**src/rtl/spi_master.sv**
```systemverilog
// spi_master: single-frame SPI mode-0 initiator sending {ctrl_tx, wdata} MSB first and capturing miso.
module spi_master #(
    parameter int CLK_DIV   = 4,
    parameter int CTRL_BITS = 8,
    parameter int DATA_BITS = 32
) (
    input  logic                 clk,
    input  logic                 rst,
    input  logic                 start,
    input  logic [CTRL_BITS-1:0] ctrl_tx,
    input  logic [DATA_BITS-1:0] wdata,
    output logic                 busy,
    output logic                 done,
    output logic [CTRL_BITS-1:0] ctrl_rx,
    output logic [DATA_BITS-1:0] rdata,
    output logic                 sck,
    output logic                 mosi,
    output logic                 ncs,
    input  logic                 miso
);
    localparam int NB = CTRL_BITS + DATA_BITS;
    localparam int BW = $clog2(NB + 1);
    typedef enum logic [1:0] {IDLE, SHIFT, HOLD, GAP} state_t;
    state_t         state;
    logic [7:0]     hcnt;
    logic [BW-1:0]  bcnt;
    logic [NB-2:0]  tx;
    logic [NB-1:0]  rx;
    logic           half_end;
    assign half_end = hcnt == 8'(CLK_DIV - 1);
    // tx holds only the bits not yet on mosi; the frame MSB goes straight to mosi at acceptance
    always_ff @(posedge clk) begin
        if (rst) begin
            state   <= IDLE;
            hcnt    <= '0;
            bcnt    <= '0;
            tx      <= '0;
            rx      <= '0;
            ncs     <= 1'b1;
            sck     <= 1'b0;
            mosi    <= 1'b0;
            busy    <= 1'b0;
            done    <= 1'b0;
            ctrl_rx <= '0;
            rdata   <= '0;
        end else begin
            done <= 1'b0;
            hcnt <= half_end ? 8'd0 : hcnt + 8'd1;
            case (state)
                IDLE: begin
                    hcnt <= '0;
                    if (start) begin
                        state <= SHIFT;
                        tx    <= {ctrl_tx[CTRL_BITS-2:0], wdata};
                        rx    <= '0;
                        bcnt  <= '0;
                        mosi  <= ctrl_tx[CTRL_BITS-1];
                        ncs   <= 1'b0;
                        busy  <= 1'b1;
                    end
                end
                SHIFT: if (half_end) begin
                    sck <= !sck;
                    // end of high half: sample miso, present next bit as sck falls
                    if (sck) begin
                        rx   <= {rx[NB-2:0], miso};
                        tx   <= {tx[NB-3:0], 1'b0};
                        mosi <= tx[NB-2];
                        bcnt <= bcnt + 1'b1;
                        if (bcnt == BW'(NB - 1)) begin
                            state <= HOLD;
                            mosi  <= 1'b0;
                        end
                    end
                end
                HOLD: if (half_end) begin
                    state <= GAP;
                    ncs   <= 1'b1;
                end
                GAP: if (half_end) begin
                    state   <= IDLE;
                    busy    <= 1'b0;
                    done    <= 1'b1;
                    ctrl_rx <= rx[NB-1:DATA_BITS];
                    rdata   <= rx[DATA_BITS-1:0];
                end
                default: state <= IDLE;
            endcase
        end
    end
endmodule
```
**config.mk**
```make
export PLATFORM = sky130hd
export DESIGN_NAME = spi_master
export DESIGN_NICKNAME = d
export VERILOG_FILES = /design/src/rtl/spi_master.sv
export SDC_FILE = /design/constraint.sdc
export NUM_CORES = 1
export LEC_CHECK = 0
export ABC_AREA = 1
export CAP_MARGIN = 20
export CELL_PAD_IN_SITES_DETAIL_PLACEMENT = 1
export CELL_PAD_IN_SITES_GLOBAL_PLACEMENT = 1
export CORE_UTILIZATION = 39
export DETAILED_ROUTE_END_ITERATION = 16
export GPL_TIMING_DRIVEN = 1
export PLACE_DENSITY_LB_ADDON = 0.1
export SLEW_MARGIN = 30
export SYNTH_ARGS = -nofsm -noshare
export SYNTH_HDL_FRONTEND = slang
export SYNTH_SLANG_ARGS = --single-unit
```
**constraint.sdc**
```tcl
create_clock -name clk -period 5.25 [get_ports clk]
set_clock_uncertainty 0.15 [all_clocks]
set_input_delay 0.7875 -clock clk [delete_from_list [all_inputs] [get_ports clk]]
set_output_delay 0.7875 -clock clk [all_outputs]
set_load 0.005 [all_outputs]
```
# After elaboration in Yosys (flattened, before gate mapping)
# Cells that the tools add are included.
[totals]
ff_bits = 140
wordCells = 70
[classes]
n_reduce_logical = 13
n_bitwise = 1
n_addsub = 2
n_eq_ne = 11
mux = 31
[op_table]
columns = ["cell", "n"]
rows = [
  ["$mux 40", 3],
  ["$mux 39", 3],
  ["$pmux 40 s2", 1],
  ["$pmux 39 s2", 1],
  ["$mux 6", 3],
  ["$mux 2", 6],
  ["$ne 2x2->1 const B", 6],
  ["$pmux 6 s2", 1],
  ["$mux 1", 9],
  ["$add 8x1->8 const B", 1],
  ["$eq 8x2->1 const B", 1],
  ["$pmux 2 s4", 1],
  ["$add 6x1->6 const B", 1],
  ["$eq 6x6->1 const B", 1],
  ["$pmux 1 s2", 3],
  ["$reduce_and 3->1", 2],
  ["$reduce_and 6->1", 1],
  ["$reduce_bool 2->1", 3],
  ["$eq 2x2->1 const B", 2],
  ["$reduce_and 2->1", 2],
  ["$reduce_and 4->1", 1],
  ["$reduce_or 3->1", 1],
  ["$eq 2x1->1 const B", 1],
  ["$logic_not 2->1", 1],
  ["3 further kinds", 3],
]

# Depth between registers and ports, before layout
[depth]
depth_word = 5
ltp_mapped = 11
depth_no_buf = 10

# Worst setup path after synthesis
# No wires, ideal clock.
[synth_timing]
kind = "input port to flip-flop"
from = "input port start"
to = "register rx[10]"
path_stages = 9
required_time_ns = 5.029
setup_slack_ns = 3.392
arrival_ns = 1.637
path_cell_list = "inv_1 -> nand2_1 -> o21ai_1 -> nor2_2 -> and2_4 -> buf_12 -> buf_12 -> nand2_2 -> a21oi_2"
[synth_via]
elab_chain_len = 2
[synth_rtl]
columns = ["element", "line", "text"]
rows = [
  ["start, declared", "9", "input logic start,"],
  ["$ne 2x2->1 (no line)", "-", ""],
  ["$reduce_and 4->1 (no line)", "-", ""],
  ["end signal, assigned", "66", "rx <= {rx[NB-2:0], miso};"],
  ["end, declared", "28", "logic [NB-1:0] rx;"],
]
# Every way passes these cells.
# A chain may end at the register's enable or synchronous reset.

# Final worst setup path
[layout_timing]
from = "register state[1]"
to = "register tx[11]"
[layout_via]
elab_chain_len = 3
elab_cells_between_ends = 8
cone_classes = "eq/ne: 4; mux: 1; reduce/logical: 3"
[layout_rtl]
columns = ["element", "line", "text"]
rows = [
  ["start, declared", "24", "state_t state;"],
  ["start signal, assigned", "34", "state <= IDLE;"],
  ["start signal, assigned", "53", "state <= SHIFT;"],
  ["start signal, assigned", "71", "state <= HOLD;"],
  ["$eq 2x1->1 or $logic_not 2->1 (tied branches)", "49", "case (state)"],
  ["$ne 2x2->1 (no line) or $reduce_bool 2->1 (tied branches)", "-", ""],
  ["$reduce_and 4->1 (no line)", "-", ""],
  ["end signal, assigned", "54", "tx <= {ctrl_tx[CTRL_BITS-2:0], wdata};"],
  ["end signal, assigned", "67", "tx <= {tx[NB-3:0], 1'b0};"],
  ["end, declared", "27", "logic [NB-2:0] tx;"],
]
# Several ways; a longest one is shown, not always the timed one.

==> impl_metrics.tcl <==
set metrics [dict create \
    status "finished, final reports clean" \
    final_cell_mix "186 x nand2_1, 178 x nor2_1, 140 x dfxtp_1" \
    area_growth_pct 22.7 \
    ir_drop_uv 236 \
    startpoint_type "register" \
    layout_commonest_cell "nand2_1" \
    post-cts-setup-buffer-count 0 \
    swShare_pct 33.7 \
    yosys_warnings 0 \
    crit_family "simple AND/OR/NAND/NOR gates" \
    grt_overflow 0 \
    grt_usage_pct 18.8 \
    antenna_cells 0 \
    clk_latency_ns 0.41 \
    power_density_nw_per_um2 429 \
    yosys.area.top_type "dfxtp_1" \
    slew_headroom_pct 41.4 \
    gp_congestion 0.715 \
    fp.dieH_um 126 \
    cp_slowest_cell "ha_1" \
    min_path_type "register to register" \
    worst_slew_pin_slew_ns 0.879 \
    clock_sinks 140 \
    nets 902 \
    synth_ff_type "dfxtp_1" \
    crit_path_max_incr_delay_ns 0.67 \
    route.detailed.drc 0 \
    synth_edf_count 0 \
    path_cells "inv_1 > ha_1 > clkinv_4 > nor2_2 > nor2_2 > nand2_4 > inv_2 > nor2_1 > nor2_1" \
    die_area_um2 15800 \
    fp.coreArea_um2 14800 \
    hpwlAfterDp_um 8840 \
    postCtsHoldBufs 0 \
    crit_arrival_ns 3.85 \
    stdcell_area_um2 7330 \
    wl_per_cell_um 13.4 \
    placedCellCount 1017 \
    cts_tree "built" \
    finalSetupViolCount 0 \
    clock_power_share_pct 35.9 \
    yosysSeqAreaShare_pct 46.9 \
    start_util_pct 40.5 \
    grt_max_degree 87 \
    grt_pass1_wl_um 24100 \
    finalCritPeriodShare_pct 70.4 \
    drive_above_1_share_pct 14.8 \
    first_iter_violations 229 \
    port_buffers 88 \
    worst-path-buf-inv 3 \
    synth_seq_cells 140 \
    holdWs_ns 0.308 \
    cts_resized 0 \
    rows 44 \
    stdcell_count 1049 \
    place_area_um2 6760 \
    syn-cell-area_um2 5970 \
    wl_um 14100 \
    ios 89 \
    die_w_um 126 \
    syn-num-nets 842 \
    p_int_uw 2090 \
    drv_slew 0 \
    min_period_ns 3.70 \
    synth_cells 792 \
    hold_viol 0 \
    cts_buffer_depth 2 \
    seqPwrFrac_pct 39.8 \
    end_kind "register" \
    power_frac_comb_pct 24.3 \
    cp.required_ns 5.40 \
    p_sw_uw 1060 \
    maxCapViolCount 0 \
    final_core_util_pct 49.7 \
    syn_avg_cell_area_um2 7.54 \
    antenna_found_initial 0 \
    clk_pin_slew_ns 0.06 \
    fmax_ghz 0.271 \
    ys_async_sr_fraction_pct 0 \
    synth_area_leaders "dfxtp_1 47%, nand2_1 12%, nor2_1 11%, o21ai_0 6.5%, a21oi_2 5.7%" \
    grt_pass1_vias 5250 \
    avgViaCountPerCell 4.86 \
    cts.htree.levels 4 \
    synth_top_cell_area_share_pct 46.9 \
    ant_nets 0 \
    cts-root-buf "clkbuf_16" \
    rsz0062_at_grt "false" \
    yosys.cell_types.count 30 \
    tns_ns 0 \
    crit_fanout 86 \
    via_count 5102 \
    p_leak_uw 0.00282 \
    cts_buffers 17 \
    dr.pass1.iters 4 \
    path_class "register to register" \
]
[through the flow]
step | setup slack [ns] | power (µW)
after floorplan | 3.39 | 1900
after global placement | 1.57 | 2000
after detailed placement | 1.45 | 2050
after CTS | 1.43 | 3190
after global routing | 1.08 | 3360
final | 1.55 | 3150
[metal layers]
metal | part of all wire [%] | routed length, µm | global-route usage (%) | up-vias
li1 | - | - | - | 2602
met5 | 0 | 0 | 0 | -
met1 | 48 | 6750 | 23.0 | 2423
met4 | 0.62 | 87 | 6.59 | 0
met2 | 49 | 6940 | 32.6 | 71
met3 | 2.3 | 331 | 4.08 | 6
[final timing paths]
path,depth (start not counted),slack (ns),startpoint,to
worst max-delay path,9,1.55,state[1]$_SDFFE_PP0P_,tx[11]$_SDFFE_PP0P_
worst min-delay path,1,0.31,hcnt[0]$_SDFF_PP0_,hcnt[0]$_SDFF_PP0_
worst max register to register,9,1.55,state[1]$_SDFFE_PP0P_,tx[11]$_SDFFE_PP0P_
worst min register to register,1,0.31,hcnt[0]$_SDFF_PP0_,hcnt[0]$_SDFF_PP0_
[registers in the layout, indices dropped and copies added, names as in the netlist]
signal,flops
rx,40
tx,39
rdata,32
ctrl_rx,8
hcnt,8
bcnt,6
state,2
busy,1
done,1
mosi,1
ncs,1
sck,1
[final cells by class]
| cell class | instances | area (µm²) |
|---|---|---|
| timing repair buffer | 90 | 891 |
| clock inverter | 12 | 115 |
| fill | 1854 | 7430 |
| sequential | 140 | 2800 |
| multi-input combinational | 577 | 2740 |
| tap | 184 | 230 |
| inverter | 26 | 105 |
| clock buffer | 20 | 447 |
[cells by family (layout without fill, tap and decap cells)]
kind of cell,count (synthesis),in the layout,synth area share [%]
AND/OR/NAND/NOR,431,431,30.1
buffers and inverters,75,148,7.27
XOR/XNOR,4,4,0.587
adder cells (fa/ha/maj),6,6,1.26
flip-flops,140,140,46.9
AO/OA/AOI/OAI,136,136,13.8
[synthesized netlist by cell type (2+ instances only)]
library cell / instances
nand2_1: 186
nor2_1: 178
dfxtp_1: 140
o21ai_0: 78
nand2_2: 42
a21oi_2: 39
clkbuf_1: 27
inv_1: 21
a21oi_1: 13
nand3_1: 11
buf_2: 8
buf_6: 7
ha_1: 6
o21ai_1: 6
buf_12: 5
inv_2: 3
nor2_4: 3
nor3_1: 3
xor2_1: 3
nand2_4: 2
nor2_2: 2
[power by group through the flow]
| stage | clock [µW] | combinational, µW | sequential (µW) |
|---|---|---|---|
| 2_1_floorplan | 0 | 641 | 1260 |
| 3_3_place_gp | 0 | 739 | 1270 |
| 3_5_place_dp | 0 | 777 | 1270 |
| 4_1_cts | 1160 | 784 | 1250 |
| 5_1_grt | 1210 | 886 | 1260 |
| 6_report | 1130 | 764 | 1250 |
Power figures use the tool's default switching activity.
